`config.mk`:
```
export PLATFORM = sky130hd
export DESIGN_NAME = wb_gpio_irq
export DESIGN_NICKNAME = d
export VERILOG_FILES = /design/src/rtl/wb_gpio_pkg.sv /design/src/rtl/gpio_sync.sv /design/src/rtl/wb_gpio_irq.sv
export SDC_FILE = /design/constraint.sdc
export NUM_CORES = 1
export LEC_CHECK = 0
export CAP_MARGIN = 20
export CORE_UTILIZATION = 25
export CTS_CLUSTER_SIZE = 20
export DETAILED_ROUTE_END_ITERATION = 7
export GPL_TIMING_DRIVEN = 0
export MAX_ROUTING_LAYER = met4
export RECOVER_POWER = 25
export SYNTH_ARGS = -nofsm -noshare
export SYNTH_HDL_FRONTEND = slang
export SYNTH_SLANG_ARGS = --single-unit
```
`constraint.sdc`:
```
create_clock -name wb_clk -period 4 [get_ports wb_clk]
set_input_delay 0.8 -clock wb_clk [delete_from_list [all_inputs] [get_ports wb_clk]]
set_output_delay 0.8 -clock wb_clk [all_outputs]
set_load 0.03 [all_outputs]
```
`src/rtl/wb_gpio_pkg.sv`:
```
// Shared register offsets, arm FSM encoding and byte-select helper for wb_gpio_irq.
package wb_gpio_pkg;

    localparam logic [2:0] REG_DATA_IN    = 3'd0;
    localparam logic [2:0] REG_DATA_OUT   = 3'd1;
    localparam logic [2:0] REG_DIR        = 3'd2;
    localparam logic [2:0] REG_IRQ_EN     = 3'd3;
    localparam logic [2:0] REG_RISE_EN    = 3'd4;
    localparam logic [2:0] REG_FALL_EN    = 3'd5;
    localparam logic [2:0] REG_IRQ_STATUS = 3'd6;
    localparam logic [2:0] REG_RSVD       = 3'd7;

    typedef enum logic {
        WARMUP = 1'b0,
        ARMED  = 1'b1
    } arm_state_e;

    // Expand a 4-bit Wishbone byte select into a 32-bit bit mask.
    function automatic logic [31:0] sel_to_mask(input logic [3:0] sel);
        logic [31:0] m;
        for (int b = 0; b < 4; b++) begin
            m[8*b +: 8] = {8{sel[b]}};
        end
        return m;
    endfunction

endpackage

```
`src/rtl/gpio_sync.sv`:
```
// Multi-stage synchroniser bringing asynchronous pad inputs into the wb_clk domain.
module gpio_sync #(
    parameter int WIDTH       = 8,
    parameter int SYNC_STAGES = 2
) (
    input  logic             clk,
    input  logic             rst,
    input  logic [WIDTH-1:0] d_i,
    output logic [WIDTH-1:0] q_o
);

    logic [SYNC_STAGES-1:0][WIDTH-1:0] sync_q;
    logic [SYNC_STAGES-1:0][WIDTH-1:0] sync_d;

    // Shift the pad sample one stage deeper each cycle.
    always_comb begin
        sync_d = {sync_q[SYNC_STAGES-2:0], d_i};
    end

    // Synchroniser flops, cleared by reset.
    always_ff @(posedge clk) begin
        if (rst) sync_q <= '0;
        else     sync_q <= sync_d;
    end

    assign q_o = sync_q[SYNC_STAGES-1];

endmodule

```
`src/rtl/wb_gpio_irq.sv`:
```
// Wishbone classic GPIO block with per-pin direction, edge-triggered interrupts
// and a warm-up window that hides edges created by the synchroniser filling.
module wb_gpio_irq
    import wb_gpio_pkg::*;
#(
    parameter int               WIDTH       = 8,
    parameter int               SYNC_STAGES = 2,
    parameter logic [WIDTH-1:0] OUT_RESET   = '0
) (
    input  logic             wb_clk,
    input  logic             wb_rst,
    input  logic [2:0]       wb_adr_i,
    input  logic [31:0]      wb_dat_i,
    input  logic [3:0]       wb_sel_i,
    input  logic             wb_we_i,
    input  logic             wb_cyc_i,
    input  logic             wb_stb_i,
    output logic [31:0]      wb_dat_o,
    output logic             wb_ack_o,
    input  logic [WIDTH-1:0] gpio_i,
    output logic [WIDTH-1:0] gpio_o,
    output logic [WIDTH-1:0] gpio_oe,
    output logic             irq_o
);

    localparam logic [1:0] WARM_LAST = 2'(SYNC_STAGES);

    logic [WIDTH-1:0] data_in;
    logic [WIDTH-1:0] data_out_q, data_out_d, dir_q, dir_d;
    logic [WIDTH-1:0] irq_en_q, irq_en_d, rise_en_q, rise_en_d, fall_en_q, fall_en_d;
    logic [WIDTH-1:0] status_q, status_d, prev_q, prev_d;
    logic [31:0]      dat_q, dat_d, mask32;
    logic             ack_q, ack_d, irq_q, irq_d;
    arm_state_e       state_q, state_d;
    logic [1:0]       cnt_q, cnt_d;

    logic [WIDTH-1:0] wmask, wdat, clr, evt, rd;
    logic             access, wr;

    gpio_sync #(.WIDTH(WIDTH), .SYNC_STAGES(SYNC_STAGES)) u_sync (
        .clk (wb_clk),
        .rst (wb_rst),
        .d_i (gpio_i),
        .q_o (data_in)
    );

    // Warm-up FSM: hold off edge events until synchroniser and prev hold real pin state.
    always_comb begin
        state_d = state_q;
        cnt_d   = cnt_q;
        case (state_q)
            WARMUP: begin
                if (cnt_q == WARM_LAST) state_d = ARMED;
                else                    cnt_d   = cnt_q + 2'd1;
            end
            ARMED:   state_d = ARMED;
            default: state_d = WARMUP;
        endcase
    end

    // Bus decode, register writes, read mux and interrupt status next-state.
    always_comb begin
        mask32     = sel_to_mask(wb_sel_i);
        wmask      = mask32[WIDTH-1:0];
        wdat       = wb_dat_i[WIDTH-1:0];
        access     = wb_cyc_i & wb_stb_i & ~ack_q;
        wr         = access & wb_we_i;
        ack_d      = access;
        dat_d      = dat_q;
        data_out_d = data_out_q;
        dir_d      = dir_q;
        irq_en_d   = irq_en_q;
        rise_en_d  = rise_en_q;
        fall_en_d  = fall_en_q;
        clr        = '0;
        rd         = '0;

        if (wr) begin
            case (wb_adr_i)
                REG_DATA_OUT:   data_out_d = (data_out_q & ~wmask) | (wdat & wmask);
                REG_DIR:        dir_d      = (dir_q      & ~wmask) | (wdat & wmask);
                REG_IRQ_EN:     irq_en_d   = (irq_en_q   & ~wmask) | (wdat & wmask);
                REG_RISE_EN:    rise_en_d  = (rise_en_q  & ~wmask) | (wdat & wmask);
                REG_FALL_EN:    fall_en_d  = (fall_en_q  & ~wmask) | (wdat & wmask);
                REG_IRQ_STATUS: clr        = wdat & wmask;
                default:        ;
            endcase
        end

        case (wb_adr_i)
            REG_DATA_IN:    rd = data_in;
            REG_DATA_OUT:   rd = data_out_q;
            REG_DIR:        rd = dir_q;
            REG_IRQ_EN:     rd = irq_en_q;
            REG_RISE_EN:    rd = rise_en_q;
            REG_FALL_EN:    rd = fall_en_q;
            REG_IRQ_STATUS: rd = status_q;
            default:        rd = '0;
        endcase
        if (access) begin
            dat_d = '0;
            if (!wb_we_i) dat_d[WIDTH-1:0] = rd;
        end

        // A new edge event overrides a simultaneous W1C on the same bit.
        evt      = (state_q == ARMED) ?
                   ((data_in & ~prev_q & rise_en_q) | (~data_in & prev_q & fall_en_q)) : '0;
        status_d = (status_q & ~clr) | evt;
        prev_d   = data_in;
        irq_d    = |(status_q & irq_en_q);
    end

    // State registers; reset also aborts any in-flight access.
    always_ff @(posedge wb_clk) begin
        if (wb_rst) begin
            data_out_q <= OUT_RESET;
            dir_q      <= '0;
            irq_en_q   <= '0;
            rise_en_q  <= '0;
            fall_en_q  <= '0;
            status_q   <= '0;
            prev_q     <= '0;
            dat_q      <= '0;
            ack_q      <= 1'b0;
            irq_q      <= 1'b0;
            state_q    <= WARMUP;
            cnt_q      <= '0;
        end else begin
            data_out_q <= data_out_d;
            dir_q      <= dir_d;
            irq_en_q   <= irq_en_d;
            rise_en_q  <= rise_en_d;
            fall_en_q  <= fall_en_d;
            status_q   <= status_d;
            prev_q     <= prev_d;
            dat_q      <= dat_d;
            ack_q      <= ack_d;
            irq_q      <= irq_d;
            state_q    <= state_d;
            cnt_q      <= cnt_d;
        end
    end

    assign wb_dat_o = dat_q;
    assign wb_ack_o = ack_q;
    assign gpio_o   = data_out_q;
    assign gpio_oe  = dir_q;
    assign irq_o    = irq_q;

endmodule

```
==> qor.yml, run 1 <==
critical_path:
  crit_path_top_delay_cell: "clkdlybuf4s50_1"
  crit_type: "in -> reg"
  max_stage_delay_ns: 0.63
  worst-endpoint-required_ns: 4.19
  cp-start-kind: "input pin"
  crit_chain: "clkdlybuf4s50_1 > buf_6 > buf_2 > mux2i_1 > o32ai_1 > a2111oi_0 > o21ai_0"
  setup.worst_path.end_class: "flip-flop"
  critical_path.max_fanout: 10
  critical_path_arrival_ns: 3.15
synthesis:
  synth_compound_gate_area_share_pct: 9.613
  synth_simple_gate_area_share_pct: 20.69
  synth.largest_area_cell: "dfxtp_1"
  yosys_register_bits: 85
  post_synth_xor_area_fraction_pct: 0.2336
  yosysWarningCount: 0
  postSynth.topFlopCell: "dfxtp_1"
  yosysMostFrequentCell: "dfxtp_1"
  synth_cells: 385
  main_combinational_cell_family_by_area_after_synthesis: "simple AND/OR/NAND/NOR gates"
  cell_area_after_synthesis_um2: 3749
  synth.mux.area_fraction_pct: 14.95
  synth_adder_area_share_pct: 0.3338
  asyncSetResetFlopFracSynth_pct: 0
  synth_enable_flop_cells: 0
  synth.area.top_cells: "dfxtp_1 (45%), mux2i_1 (15%), nor2_1 (5.2%), buf_4 (5.0%), nor2b_1 (4.3%)"
  post_synth_num_cell_types: 37
  syn_area_per_cell_um2: 9.737
  netlist.area_leader.share_pct: 45.39
  ys_seq_area_share_pct: 45.39
  netlist_top_cells_count: "dfxtp_1 (85), mux2i_1 (56), nor2_1 (52)"
cells_and_area:
  nNetsFinal: 520
  fin_cells: 656
  drive_above_1_share_pct: 11.02
  n_antenna_cell: 0
  syn_to_layout_area_delta_pct: 28.54
drt:
  starting_drt_drc_count: 179
  dr_wl_met2_mm: 4.516
  wl_met1_mm: 4.903
  ant_nets: 0
  vias_per_cell: 4.648
  drc_errors: 0
  drt_first_pass_iters: 4
  routed_wirelength_mm: 10.45
  avgRoutedWirePerCell_um: 15.93
  routed.top_layer: "met4"
  wl_met3_um: 734
  dr_total_vias: 3049
floorplanning:
  design.portCount: 102
  std_cell_rows: 44
  fp.coreArea_um2: 14590
  die_width_um: 124.5
  die_h_um: 124.5
  floorplan.die_area_um2: 15490
  initial_utilization_pct: 25.69
timing:
  final.min_clock_period_ns: 2.951
  setup_ws_ns: 1.049
  final.period_utilization_pct: 73.78
  setup_total_negative_slack_ns: 0
  unrepaired_setup_endpoints_after_global_routing: "false"
  timing_worst_slew_pin_value_ns: 1.052
  fin_skew_ns: 0.004137
  final-hold-violation-count: 0
  slew-limit-headroom_pct: 29.37
  drv_slew: 0
  timing.final.setup_violations: 0
  fmax_mhz: 338.9
cts:
  clkSinkCount: 85
  clock_path_buffers: 2
  cts_tree: "done"
  clk_latency_ns: 0.34
  post-cts-setup-buffer-count: 0
  cts.root.buffer_cell: "clkbuf_16"
  clock_buffers_created_by_tritoncts: 9
  clk_pin_slew_ns: 0.06
  ctsHoldBuffers: 0
  htreeDepth: 3
  post_cts_resize_count: 0
hold_path:
  holdCritPathClass: "reg -> reg"
power_and_ir_drop:
  switching_power_mw: 0.4590
  powerDensity_nw_per_um2: 386.8
  combinationalPowerShare_pct: 11.0
  total_power_mw: 1.864
  static-leakage-power_nw: 1.868
  swShare_pct: 24.63
  internal_power_mw: 1.405
  peakVddDrop_v: 0.0001688
  power.share.sequential_pct: 47.3
  clock_power_share_pct: 41.6
grt:
  grt_max_degree: 13
  grt_antenna_before_repair: 0
  grt.total_usage_pct: 14.24
  grt_overflow_total: 0
  vias_in_the_first_global_route: 2954
  wire_length_of_the_first_global_routing_pass_mm: 16.47
placement:
  place_ws_ns: 0.7491
  place.detailed.hpwl_mm: 7.399
  globalplace.congestion: 0.8516
  placement.io_buffers: 48
  cell_count_post_placement: 640
run_status:
  run_status: "completed"
flow_run:
  max_cap_viols: 0
power groups by stage:
stage	sequential (mW)	combinational [mW]	clock, mW
2_1_floorplan	0.900	0.137	0
3_3_place_gp	0.900	0.199	0
3_5_place_dp	0.901	0.204	0
4_1_cts	0.883	0.205	0.785
5_1_grt	0.884	0.224	0.829
6_report	0.882	0.205	0.776
layout by cell type (no fill, tap or decap), drive strengths merged, types with 12 or more instances in the layout:
cell type / count
buf: 30
clkbuf: 27
clkdlybuf4s50: 48
conb: 24
dfxtp: 85
inv: 12
mux2i: 56
nand2: 29
nor2: 52
nor2b: 26
o21ai: 16
routing by layer:
layer  GRT usage (%)  vias to the layer above
met5               -                        -
met4           5.174                        0
met3           3.179                       20
met2           20.86                      148
met1           19.06                     1425
li1                -                     1456
cells by family after synthesis:
kind of cell             count (synthesis)
buffers and inverters                   55
AND/OR/NAND/NOR                        138
AO/OA/AOI/OAI                           48
adder cells (fa/ha/maj)                  1
other                                    1
XOR/XNOR                                 1
multiplexers                            56
flip-flops                              85
metrics by stage:
step	hold slack, ns	cell area (um2)	util, %
floorplan	0.4138	3835	-
global placement	0.4218	4546	31.16
detailed placement	0.4218	4546	31.16
CTS	0.4351	4818	33.03
global route	0.4611	4818	33.03
finish	0.4337	4818	33.03
worst max-delay path, delay by kind of cell:
kind                   cells  cell delay [ns]
buffers and inverters      3             1.22
multiplexers               1             0.25
AO/OA/AOI/OAI              3             0.87
area by class of cell:
type	instances	area, um2
clock buffer	15	267.8
fill	1498	9771
timing repair buffer	48	480.5
inverter	13	48.80
sequential	85	1702
clock inverter	1	5.005
multi-input combinational	268	1808
tap	184	230.2
buffer	42	276.5
final timing paths:
path	start	end	slack (ns)	cells past startpoint
max reg2reg	wb_ack_o$_SDFF_PP0_	flip-flop	2.09	4
min reg2reg	u_sync.sync_d[8]$_SDFF_PP0_	u_sync.q_o[0]$_SDFF_PP0_	0.43	1
max	wb_adr_i[2]	wb_dat_o[4]$_SDFFE_PP0N_	1.05	7
min	u_sync.sync_d[8]$_SDFF_PP0_	u_sync.q_o[0]$_SDFF_PP0_	0.43	1
Power figures use the tool's default switching activity.
==> run 2: changes to the inputs <==
clock period = 2.75 ns   (was 4 ns; I/O delays follow)
==> qor.yml, run 2 (synthesis gave the netlist of run 1 again) <==
run_status:
  run_status: "completed"
cells_and_area:
  drive_above_1_share_pct: 11.23  # +0.21 points
  layout_common_cells: "dfxtp_1 (85), mux2i_1 (56), nor2_1 (52)"
  ff_latch_area_um2: 1702  # unchanged
  final_cell_area_um2: 4827  # +0.18%
  fill_cells: 1499  # +0.067%
  layout.cells.most_common: "dfxtp_1"
  syn_to_layout_area_delta_pct: 28.77
  multi_input_area_um2: 1817  # +0.48%
  postLayoutCoreUtil_pct: 33.09  # +0.060 points
  n_antenna_cell: 0  # unchanged
  nNetsFinal: 520  # unchanged
drt:
  dr_total_vias: 3067  # +0.59%
  avgRoutedWirePerCell_um: 15.92  # about the same
  vias_per_cell: 4.675  # +0.59%
  ant_nets: 0  # unchanged
  drc_errors: 0  # unchanged
  starting_drt_drc_count: 185  # +3.4%
  routed_wirelength_mm: 10.44  # about the same
  drt_first_pass_iters: 5  # +1
timing:
  unrepaired_setup_endpoints_after_global_routing: "false"
  drv_slew: 0  # unchanged
  final-hold-violation-count: 0  # unchanged
  setup_total_negative_slack_ns: 0  # unchanged
  timing.final.setup_violations: 0  # unchanged
  fin_skew_ns: 0.003963  # -0.0001742 ns
  final.min_clock_period_ns: 2.582
  final.period_utilization_pct: 93.91
  timing_worst_slew_pin_value_ns: 1.072  # +0.02066 ns
  fmax_mhz: 387.2
  slew-limit-headroom_pct: 27.98  # -1.4 points
power_and_ir_drop:
  total_power_mw: 2.708  # +45%
  powerDensity_nw_per_um2: 561.0  # +45%
  peakVddDrop_v: 0.0002461  # +46%
  static-leakage-power_nw: 1.870  # +0.10%
critical_path:
  crit_type: "in -> reg"
  r2r_setup_slack_ns: 0.82  # -1.27 ns
  critical_register_to_register_path_startpoint: "wb_ack_o$_SDFF_PP0_"
  worst-endpoint-required_ns: 2.95  # -1.24 ns
  critical_path.max_fanout: 10  # unchanged
  critical_path_arrival_ns: 2.78  # -0.37 ns
  crit_chain: "clkdlybuf4s50_1 > buf_6 > buf_2 > mux2i_1 > o32ai_1 > a2111oi_1 > o21ai_0"
  cell_depth_of_the_worst_flop_to_flop_path: 4  # unchanged
  max_stage_delay_ns: 0.62  # about the same
  crit_cells: 7  # unchanged
  cp-start-kind: "input pin"
  cp_num_buf_inv: 3  # unchanged
  critical_path.top_delay_family: "buffers and inverters"
  crit_path_top_delay_cell: "clkdlybuf4s50_1"
  setup.worst_path.end_class: "flip-flop"
floorplanning:
  design.portCount: 102  # unchanged
  die_width_um: 124.5  # unchanged
  std_cell_rows: 44  # unchanged
  die_h_um: 124.5  # unchanged
  floorplan.die_area_um2: 15490  # unchanged
  initial_utilization_pct: 25.69  # unchanged
  fp.coreArea_um2: 14590  # unchanged
cts:
  cts_tree: "done"
  ctsHoldBuffers: 0  # unchanged
  clock_buffers_created_by_tritoncts: 9  # unchanged
  clk_pin_slew_ns: 0.06  # about the same
  htreeDepth: 3  # unchanged
  clkSinkCount: 85  # unchanged
  post-cts-setup-buffer-count: 0  # unchanged
  cts.root.buffer_cell: "clkbuf_16"
  clk_latency_ns: 0.33  # about the same
  post_cts_resize_count: 0  # unchanged
  clock_path_buffers: 2  # unchanged
grt:
  grt_max_degree: 13  # unchanged
  grt_antenna_before_repair: 0  # unchanged
  vias_in_the_first_global_route: 2954  # unchanged
  wire_length_of_the_first_global_routing_pass_mm: 16.47  # unchanged
  grt.total_usage_pct: 14.24  # unchanged
  grt_overflow_total: 0  # unchanged
hold_path:
  hold_end: "u_sync.q_o[0]$_SDFF_PP0_"
  hold-path-cell-count: 1  # unchanged
  worstHoldStart: "u_sync.sync_d[8]$_SDFF_PP0_"
  holdCritPathClass: "reg -> reg"
flow_run:
  max_cap_viols: 0  # unchanged
placement:
  placement.io_buffers: 48  # unchanged
  dpl-instance-area_um2: 4546  # unchanged
  globalplace.congestion: 0.8516  # unchanged
  place.detailed.hpwl_mm: 7.399  # unchanged
==> run 2: metrics by stage <==
step	hold WS [ns]	setup WS [ns]	instances
2_1_floorplan	0.4138	0.8952	408
6_report	0.4341	0.1676	656
3_5_place_dp	0.4218	-0.2509	640
4_1_cts	0.4351	0.09353	656
3_3_place_gp	0.4218	-0.2602	640
5_1_grt	0.4611	0.04318	656
==> run 2: worst register-to-register path: stages, from the launching register on <==
cell      delay [ns]
dfxtp_1         0.33
nand4b_4        0.28
nor4_4          0.86
mux2i_1         0.28
nor2_1          0.05
==> run 2: cell type report <==
type / count / area share (%)
multi-input cells: 268 / 37.64
flip-flops and latches: 85 / 35.25
repair buffers: 48 / 9.953
plain buffers: 42 / 5.728
clock buffers: 15 / 5.547
well taps: 184 / 4.769
inverters: 13 / 1.011
clock inverters: 1 / 0.1037
==> run 2: how the worst max path moves through the flow <==
stage                 from                        to
6_report       wb_adr_i[2]  wb_dat_o[7]$_SDFFE_PP0N_
3_5_place_dp   wb_adr_i[2]  wb_dat_o[4]$_SDFFE_PP0N_
3_3_place_gp   wb_adr_i[2]  wb_dat_o[4]$_SDFFE_PP0N_
4_1_cts        wb_adr_i[2]  wb_dat_o[4]$_SDFFE_PP0N_
2_1_floorplan  wb_adr_i[1]                 flip-flop
5_1_grt        wb_adr_i[2]  wb_dat_o[0]$_SDFFE_PP0N_
==> run 2: metal layers <==
layer / wire length [um] / share of wire, % / track usage, %
met1: 4854 / 46 / 19.06
met2: 4479 / 43 / 20.86
met3: 796 / 7.6 / 3.179
met4: 313 / 3.0 / 5.174
met5: 0 / 0 / -
==> run 2: report_power, final <==
part | internal (mW) | total (mW) | switching [mW]
Sequential | 1.27 | 1.28 | 0.0179
Combinational | 0.116 | 0.299 | 0.183
Clock | 0.662 | 1.13 | 0.464
Total | 2.04 | 2.71 | 0.664
